===== src/rtl/lane_capture_pkg.sv =====
// Shared types and constants for the lane_capture_8 slice.
// Optional byte parity output is enabled with LANE_CAPTURE_PARITY_EN.
package lane_capture_pkg;

  localparam int LANES = 8;
  localparam int SEL_W = 3;

  localparam logic [LANES-1:0] LANE_ONE  = {{(LANES-1){1'b0}}, 1'b1};
  localparam logic [LANES-1:0] LANE_ALL  = {LANES{1'b1}};
  localparam logic [LANES-1:0] LANE_NONE = {LANES{1'b0}};
  localparam logic [SEL_W-1:0] SEL_ZERO  = {SEL_W{1'b0}};
  localparam logic [SEL_W-1:0] SEL_ONE   = {{(SEL_W-1){1'b0}}, 1'b1};

  typedef enum logic [0:0] {
    FILL = 1'b0,
    HOLD = 1'b1
  } cap_state_e;

  function automatic logic byte_parity_f(input logic [LANES-1:0] v);
    return ^v;
  endfunction

endpackage


===== src/rtl/lane_capture_if.sv =====
// Capture/handshake bundle between the demux sampler, lane_capture_8 and its consumer.
// byte_parity exists only when LANE_CAPTURE_PARITY_EN is defined.
interface lane_capture_if;
  import lane_capture_pkg::*;

  logic [LANES-1:0] d;
  logic [SEL_W-1:0] sel;
  logic             strobe;
  logic [LANES-1:0] byte_out;
  logic             byte_valid;
  logic             byte_ready;
  logic [LANES-1:0] lane_mask;
  logic             seq_err;
  logic             overrun;
`ifdef LANE_CAPTURE_PARITY_EN
  logic             byte_parity;

  modport master (output d, sel, strobe, byte_ready,
                  input  byte_out, byte_valid, lane_mask, seq_err, overrun, byte_parity);
  modport slave  (input  d, sel, strobe, byte_ready,
                  output byte_out, byte_valid, lane_mask, seq_err, overrun, byte_parity);
`else
  modport master (output d, sel, strobe, byte_ready,
                  input  byte_out, byte_valid, lane_mask, seq_err, overrun);
  modport slave  (input  d, sel, strobe, byte_ready,
                  output byte_out, byte_valid, lane_mask, seq_err, overrun);
`endif

endinterface


===== src/rtl/lane_shadow_reg.sv =====
// Per-lane shadow bits and capture mask; clear and a single-lane write may share a cycle
// (the write wins for its lane, so a fresh byte can start on the clearing edge).
module lane_shadow_reg
  import lane_capture_pkg::*;
(
  input  logic             clk,
  input  logic             rst,
  input  logic             clr,
  input  logic             we,
  input  logic [SEL_W-1:0] sel,
  input  logic             bit_in,
  output logic [LANES-1:0] shadow,
  output logic [LANES-1:0] mask
);

  logic [LANES-1:0] shadow_r;
  logic [LANES-1:0] mask_r;
  logic [LANES-1:0] lane_bit_s;
  logic [LANES-1:0] shadow_nxt_s;
  logic [LANES-1:0] mask_nxt_s;

  // Next shadow/mask from the one-hot write enable of the selected lane
  always_comb begin
    lane_bit_s   = we ? (LANE_ONE << sel) : LANE_NONE;
    shadow_nxt_s = (shadow_r & ~lane_bit_s) | ({LANES{bit_in}} & lane_bit_s);
    mask_nxt_s   = (clr ? LANE_NONE : mask_r) | lane_bit_s;
  end

  // Shadow and mask state
  always_ff @(posedge clk or posedge rst) begin
    if (rst) begin
      shadow_r <= LANE_NONE;
      mask_r   <= LANE_NONE;
    end else begin
      shadow_r <= shadow_nxt_s;
      mask_r   <= mask_nxt_s;
    end
  end

  assign shadow = shadow_r;
  assign mask   = mask_r;

endmodule


===== src/rtl/lane_capture_8.sv =====
// Assembles one byte from eight demux lanes sampled one per strobe, then holds it for a
// valid/ready consumer. Optional byte_parity output: define LANE_CAPTURE_PARITY_EN.
module lane_capture_8
  import lane_capture_pkg::*;
#(
  parameter int STRICT_ORDER = 1
) (
  input logic         clk,
  input logic         rst,
  lane_capture_if.slave bus
);

  localparam logic STRICT_S = (STRICT_ORDER != 32'sd0);

  cap_state_e       state_r;
  cap_state_e       state_nxt_s;
  logic [SEL_W-1:0] expect_r;
  logic [SEL_W-1:0] expect_nxt_s;
  logic [LANES-1:0] byte_r;
  logic [LANES-1:0] byte_nxt_s;
  logic             valid_r;
  logic             valid_nxt_s;
  logic             seq_err_r;
  logic             seq_err_nxt_s;
  logic             overrun_r;
  logic             overrun_nxt_s;
  logic             clr_s;
  logic             we_s;
  logic [LANES-1:0] shadow_s;
  logic [LANES-1:0] mask_s;
  logic [LANES-1:0] lane_bit_s;

  assign lane_bit_s = LANE_ONE << bus.sel;

  lane_shadow_reg u_shadow (
    .clk    (clk),
    .rst    (rst),
    .clr    (clr_s),
    .we     (we_s),
    .sel    (bus.sel),
    .bit_in (bus.d[bus.sel]),
    .shadow (shadow_s),
    .mask   (mask_s)
  );

  // Next-state, capture control and error pulses
  always_comb begin
    state_nxt_s   = state_r;
    expect_nxt_s  = expect_r;
    byte_nxt_s    = byte_r;
    valid_nxt_s   = valid_r;
    seq_err_nxt_s = 1'b0;
    overrun_nxt_s = 1'b0;
    clr_s         = 1'b0;
    we_s          = 1'b0;
    case (state_r)
      FILL: begin
        if (bus.strobe) begin
          if (STRICT_S && (bus.sel != expect_r)) begin
            seq_err_nxt_s = 1'b1;
            clr_s         = 1'b1;
            expect_nxt_s  = SEL_ZERO;
          end else begin
            we_s         = 1'b1;
            expect_nxt_s = bus.sel + SEL_ONE;
            // The completing lane is merged straight from d so byte_out lands one edge later
            if ((mask_s | lane_bit_s) == LANE_ALL) begin
              byte_nxt_s  = (shadow_s & ~lane_bit_s) | (bus.d & lane_bit_s);
              valid_nxt_s = 1'b1;
              state_nxt_s = HOLD;
            end else begin
              state_nxt_s = FILL;
            end
          end
        end else begin
          state_nxt_s = FILL;
        end
      end
      HOLD: begin
        if (bus.byte_ready) begin
          valid_nxt_s  = 1'b0;
          clr_s        = 1'b1;
          expect_nxt_s = SEL_ZERO;
          state_nxt_s  = FILL;
          if (bus.strobe) begin
            if (STRICT_S && (bus.sel != SEL_ZERO)) begin
              seq_err_nxt_s = 1'b1;
            end else begin
              we_s         = 1'b1;
              expect_nxt_s = bus.sel + SEL_ONE;
            end
          end else begin
            we_s = 1'b0;
          end
        end else if (bus.strobe) begin
          overrun_nxt_s = 1'b1;
        end else begin
          state_nxt_s = HOLD;
        end
      end
      default: begin
        state_nxt_s  = FILL;
        valid_nxt_s  = 1'b0;
        clr_s        = 1'b1;
        expect_nxt_s = SEL_ZERO;
      end
    endcase
  end

  // FSM, held byte and pulse registers
  always_ff @(posedge clk or posedge rst) begin
    if (rst) begin
      state_r   <= FILL;
      expect_r  <= SEL_ZERO;
      byte_r    <= LANE_NONE;
      valid_r   <= 1'b0;
      seq_err_r <= 1'b0;
      overrun_r <= 1'b0;
    end else begin
      state_r   <= state_nxt_s;
      expect_r  <= expect_nxt_s;
      byte_r    <= byte_nxt_s;
      valid_r   <= valid_nxt_s;
      seq_err_r <= seq_err_nxt_s;
      overrun_r <= overrun_nxt_s;
    end
  end

  assign bus.byte_out   = byte_r;
  assign bus.byte_valid = valid_r;
  assign bus.lane_mask  = mask_s;
  assign bus.seq_err    = seq_err_r;
  assign bus.overrun    = overrun_r;

`ifdef LANE_CAPTURE_PARITY_EN
  logic parity_r;

  // Parity tracks byte_out on the same edge
  always_ff @(posedge clk or posedge rst) begin
    if (rst) begin
      parity_r <= 1'b0;
    end else begin
      parity_r <= byte_parity_f(byte_nxt_s);
    end
  end

  assign bus.byte_parity = parity_r;
`endif

endmodule

===== src/flat_wrapper.sv =====
// flat-port wrapper written by rule: the top's interface ports become plain ports
module lane_capture_8_flat import lane_capture_pkg::*;
#(
  parameter int STRICT_ORDER = 1
)
  (clk, rst, bus_d, bus_sel, bus_strobe, bus_byte_ready, bus_byte_out, bus_byte_valid, bus_lane_mask, bus_seq_err, bus_overrun);
  lane_capture_if bus_i ();
  input logic clk;
  input logic rst;
  input wire logic [$bits(bus_i.d)-1:0] bus_d;
  input wire logic [$bits(bus_i.sel)-1:0] bus_sel;
  input wire logic [$bits(bus_i.strobe)-1:0] bus_strobe;
  input wire logic [$bits(bus_i.byte_ready)-1:0] bus_byte_ready;
  output wire logic [$bits(bus_i.byte_out)-1:0] bus_byte_out;
  output wire logic [$bits(bus_i.byte_valid)-1:0] bus_byte_valid;
  output wire logic [$bits(bus_i.lane_mask)-1:0] bus_lane_mask;
  output wire logic [$bits(bus_i.seq_err)-1:0] bus_seq_err;
  output wire logic [$bits(bus_i.overrun)-1:0] bus_overrun;
  assign bus_i.d = bus_d;
  assign bus_i.sel = bus_sel;
  assign bus_i.strobe = bus_strobe;
  assign bus_i.byte_ready = bus_byte_ready;
  assign bus_byte_out = bus_i.byte_out;
  assign bus_byte_valid = bus_i.byte_valid;
  assign bus_lane_mask = bus_i.lane_mask;
  assign bus_seq_err = bus_i.seq_err;
  assign bus_overrun = bus_i.overrun;
  lane_capture_8 #(.STRICT_ORDER(STRICT_ORDER)) u_core (.clk(clk), .rst(rst), .bus(bus_i));
endmodule

===== config.mk =====
export PLATFORM = sky130hd
export DESIGN_NAME = lane_capture_8_flat
export DESIGN_NICKNAME = d
export VERILOG_FILES = /design/src/rtl/lane_capture_pkg.sv /design/src/rtl/lane_capture_if.sv /design/src/rtl/lane_shadow_reg.sv /design/src/rtl/lane_capture_8.sv /design/src/flat_wrapper.sv
export SDC_FILE = /design/constraint.sdc
export NUM_CORES = 1
export LEC_CHECK = 0
export CORE_ASPECT_RATIO = 1.2
export CORE_MARGIN = 2
export CORE_UTILIZATION = 37
export CTS_CLUSTER_SIZE = 30
export DETAILED_ROUTE_END_ITERATION = 8
export RECOVER_POWER = 50
export SLEW_MARGIN = 30
export SYNTH_ARGS = -nofsm -noshare
export SYNTH_HDL_FRONTEND = slang
export SYNTH_SLANG_ARGS = --single-unit
export TNS_END_PERCENT = 1

===== constraint.sdc =====
create_clock -name clk -period 4.42 [get_ports clk]
set_input_delay 0.884 -clock clk [delete_from_list [all_inputs] [get_ports clk]]
set_output_delay 0.884 -clock clk [all_outputs]
set_load 0.1 [all_outputs]

; Word level (Yosys, flattened, before mapping)
; Cells that the tools add are included.
[word_totals]
word_cells = 70
ff_bits = 31
in_bits = 15
output_inout_bits = 19
[op_classes]
n_addsub = 1
shift = 1
mux = 37
magnitude_cmp = 1
n_reduce_logical = 4
n_eq_ne = 6
bitwise = 12
[ops]
columns = operator, count
row1 = $and A8 B8 Y8, 4
row2 = $or A8 B8 Y8, 4
row3 = $mux W1, 23
row4 = $mux W8, 2
row5 = $not A8 Y8, 2
row6 = $mux W3, 5
row7 = $pmux W1 S2, 5
row8 = $eq A8 B8 Y1 const B, 1
row9 = $reduce_and A4 Y1, 2
row10 = $shl A1 B3 Y8 const A, 1
row11 = $ne A2 B2 Y1 const B, 3
row12 = $pmux W3 S2, 1
row13 = $lt A3 B4 Y1 const B, 1
row14 = $add A3 B1 Y3 const B, 1
row15 = $bmux W1 S3, 1
row16 = $ne A3 B3 Y1, 1
row17 = $reduce_bool A3 Y1, 1
row18 = $ne A2 B1 Y1 const B, 1
row19 = $not A1 Y1, 2
row20 = $reduce_and A2 Y1, 1

; Longest topological paths before layout
[logic_depth]
depth_word = 9
mapped_depth = 7
depth_no_buf = 6

; Modules after synthesis
; Synthesis repeated with hierarchy kept, for this count alone.
[hier_totals]
cells_unflattened = 139
hier_area_um2 = 1660.3
[modules_own_cells]
columns = module, area_each_um2, seq_area_each_um2, instances, cells_each
row1 = lane_capture_8, 1008.5, 375.4, 1, 91
row2 = lane_shadow_reg, 651.9, 400.4, 1, 48

; Worst setup path after synthesis
; Ideal clock, no wire load.
[synth_path]
path_type = register -> register
startpoint = reg u_core.u_shadow.mask_r[6], in the netlist u_core.u_shadow.mask[6]
endpoint = reg u_core.byte_r[0], in the netlist u_core.bus.byte_out[0]
arrival_time_ns = 2.105
synth_period_minus_slack_ns = 2.231
required_time_ns = 4.294
path_slack_ns = 2.189
path_buffers = 0
path_stages_with_launch = 5
cell_sequence = dfrtp_1 inv_1 o41ai_1 nand4_4 mux2_2
[synth_via]
elab_chain_cells = 3
[synth_lines]
columns = element, line_no
row1 = from (decl), lane_shadow_reg.sv:17  ; logic [LANES-1:0] mask_r;
row2 = from (signal assigned), lane_shadow_reg.sv:36  ; mask_r <= mask_nxt_s;
row3 = $or A8 B8 Y8, lane_capture_8.sv:67  ; if ((mask_s | lane_bit_s) == LANE_ALL) begin
row4 = $eq A8 B8 Y1, lane_capture_8.sv:67
row5 = $reduce_and A4 Y1 (no source line), --
row6 = to (signal assigned), lane_capture_8.sv:122  ; byte_r <= byte_nxt_s;
row7 = to (decl), lane_capture_8.sv:19  ; logic [LANES-1:0] byte_r;
; Every way passes these cells.
; A chain may end at the register's enable or synchronous reset.

; Final worst setup path
[layout_path]
startpoint = in bus_sel[2]
endpoint = reg u_core.byte_r[6], in the netlist u_core.bus.byte_out[6]
[layout_via]
elab_chain_cells = 4
elab_cells_between_ends = 10
[layout_lines]
columns = element, line_no
row1 = from (decl), flat_wrapper.sv:11  ; input wire logic [$bits(bus_i.sel)-1:0] bus_sel;
row2 = $shl A1 B3 Y8, lane_capture_8.sv:33  ; assign lane_bit_s = LANE_ONE << bus.sel;
row3 = $or A8 B8 Y8 / $not A8 Y8 (equally long branches), "lane_capture_8.sv:67, lane_capture_8.sv:68"
row4 = $eq A8 B8 Y1 / $and A8 B8 Y8 (equally long branches), "lane_capture_8.sv:67, lane_capture_8.sv:68"
row5 = $reduce_and A4 Y1 (no source line) / $or A8 B8 Y8 (equally long branches), --
; Several ways; a longest one is shown, not always the timed one.

==> out/results.txt <==
status: complete, no violations
Final Cycle Share: 69.4%
dpl hpwl: 2810 µm
fin crit period: 3.07 ns
MaxCap Viol Count: 0
switch share: 27.0%
CP startpoint kind: primary input
WS Path Type: primary input to register
post-synth design cell area: 1650 µm²
CP endpoint kind: register
Filler cells: 397
clk_lat worst skew: 0.28 ns
adder-cell area share of the yosys netlist: 4.54%
clk sinks: 31
Synth Area in XOR/XNOR: 2.04%
sequential power share: 46.2%
sequential area share after synthesis: 46.9%
Placed Cells: 231
Multi-input gate area: 811 µm²
internal reg-to-reg setup slack: 2.55 ns
# setup viols final: 0
LEAKAGE: 0.996 nW
CTS tree: done
DR vias: 1223
Boundary Pins: 34
Max Clock Freq: 326 MHz
initial antenna violation count: 0
relative max-transition margin: 23.2%
#FFs+latches synth: 31
GRT met3 Usage: 5.87%
Final Util: 50.2%
WL final: 3810 µm
core box area: 4260 µm²
setup TNS: 0 ns
Initial Util: 38.8%
CP arrival: 3.23 ns
maximum VDD drop: 0.196 mV
Cell variety after synth: 29
clock share of power: 36.1%
largest family of logic cells by synthesized area: multiplexers
PwrDens: 316 nW/µm²
grt peak-use layer: met2
Hold Startpoint: u_core.bus.byte_valid$_DFFE_PP0P_
min-delay worst type: register to register
most frequent cells in the layout: 31 x dfrtp_1, 24 x clkdlybuf4s50_1, 23 x mux2_2
largest net degree at the start of global routing: 32
Syn Inst Count: 145
hold_buf cts: 0
hold depth: 2
# Post-CTS Setup Buffers: 0
RSZ-0062 raised after global routing: no
# resized after CTS: 0
switching pwr: 182 µW
Die Y-Extent: 77.2 µm
Yosys warnings: 0
reg2reg end: u_core.bus.byte_out[6]$_DFFE_PP0P_
final hold vios: 0
root cell of the clock tree: clkbuf_8
Overflow after GRT: 0
Mapped Nets: 166
number of standard cells in the final layout excluding fillers: 239
clk buf depth: 2
final RePlAce weighted congestion: 0.888
Worst Hold Path EP: u_core.bus.byte_valid$_DFFE_PP0P_
P_int: 494 µW
Max FO, Critical Path: 17
combinational power share: 17.7%
post-route ant nets: 0
DR iter-0 viols: 121
data required time at the worst endpoint: 4.58 ns
P&R area growth vs syn: 29.4%
Clock Skew: 0.00450 ns
H-tree levels: 2
RR Startpoint: u_core.state_r$_DFF_PP0_
simple-gate share of the synthesized area: 13.2%
layout cell share with drive strength beyond 1: 19.1%
commonest non-fill, non-tap cell in the layout: dfrtp_1
die area: 5020 µm²
hold slack final: 0.467 ns
Residual DRC: 0
nets: 203
max-slew violations: 0
die width: 65.0 µm
met1 Track Usage GR: 22.2%
first-pass GRT wire length: 6580 µm
setup slack after layout: 1.35 ns
number of vias per cell: 5.12
Reg area: 776 µm²
TritonCTS buffer count: 5
vias in the first global route: 1324
wire per inst: 15.9 µm
M2 GR Usage: 26.8%
row cnt: 26
Clock Pin Slew Worst Setup and Hold Paths: 0.06 ns
Antenna Cells: 0
Post-Syn Area per Cell: 11.4 µm²
compound-gate portion of the synthesized area: 9.77%
GRT Total Usage: 17.3%
Buffers on Ports: 33
mux cell area share after synthesis: 19.5%
dpl ws: 1.19 ns
Worst Tran Pin Value: 1.15 ns
length of the first detailed-routing pass in iterations: 4
Worst Reg2Reg Path Length in Cells: 4
worst max-delay path by stage:
stage	from	cells past startpoint	endpoint
after floorplan	u_core.u_shadow.mask[6]$_DFF_PP0_	4	u_core.bus.byte_out[0]$_DFFE_PP0P_
after global placement	bus_sel[2]	5	u_core.bus.byte_out[1]$_DFFE_PP0P_
after detailed placement	bus_sel[2]	5	u_core.bus.byte_out[5]$_DFFE_PP0P_
after CTS	bus_sel[2]	5	u_core.bus.byte_out[6]$_DFFE_PP0P_
after global routing	bus_sel[2]	5	u_core.bus.byte_out[2]$_DFFE_PP0P_
final	bus_sel[2]	5	u_core.bus.byte_out[6]$_DFFE_PP0P_
cell usage after synthesis, drive strengths merged:
library cell | n | area share (%)
a31oi | 1 | 0.38
ha | 6 | 4.5
nor2 | 3 | 0.68
nand4 | 1 | 1.3
nor4 | 1 | 1.3
mux2i | 1 | 0.61
nand3 | 12 | 3.6
mux2 | 23 | 16
nor3 | 2 | 0.61
mux4 | 2 | 3.2
nand2b | 2 | 0.76
o21ai | 13 | 3.9
inv | 14 | 3.2
buf | 2 | 0.61
xor2 | 3 | 2.0
nand2 | 13 | 3.0
a211oi | 1 | 0.76
nand4b | 1 | 0.53
clkbuf | 1 | 0.23
o22ai | 1 | 0.38
a21o | 1 | 0.45
dfrtp | 31 | 47
nor2b | 4 | 1.5
o41ai | 3 | 2.7
a21oi | 2 | 0.61
o22a | 1 | 0.53
layer usage:
metal / part of all wire, % / vias up
li1: - / 586
met1: 44 / 589
met3: 7.1 / 5
met4: 1.7 / 0
met2: 47 / 43
met5: 0 / -
kinds of logic (layout without fill, tap and decap cells):
group	Yosys count	in the layout
simple gates	39	39
flops	31	31
mux	26	26
compound gates	23	23
buf+inv	17	55
fa+ha+maj	6	6
xor+xnor	3	3
worst max-delay path, stage by stage:
cell,delay (ns)
dlygate4sd3_1,0.93
xor2_1,0.31
nor4_4,0.47
nand4_4,0.28
mux2_2,0.35
final cells by class:
| class | instances | area share [%] |
|---|---|---|
| clock buffers | 8 | 4.68 |
| well taps | 56 | 3.27 |
| repair buffers | 33 | 15.4 |
| multi-input cells | 97 | 37.9 |
| inverters | 14 | 2.46 |
| flip-flops and latches | 31 | 36.3 |
metrics by stage:
step / area (µm²) / total power [mW]
after global placement: 2040 / 0.436
after global routing: 2140 / 0.718
final: 2140 / 0.676
after floorplan: 1650 / 0.398
after detailed placement: 2040 / 0.439
after CTS: 2140 / 0.686
power by group through the flow:
stage	combinational [mW]	sequential, mW	clock [mW]
5_1_grt	0.131	0.315	0.272
3_5_place_dp	0.121	0.318	0
4_1_cts	0.122	0.313	0.251
2_1_floorplan	0.0639	0.335	0
6_report	0.120	0.313	0.244
3_3_place_gp	0.119	0.317	0
Power figures use the tool's default switching activity.
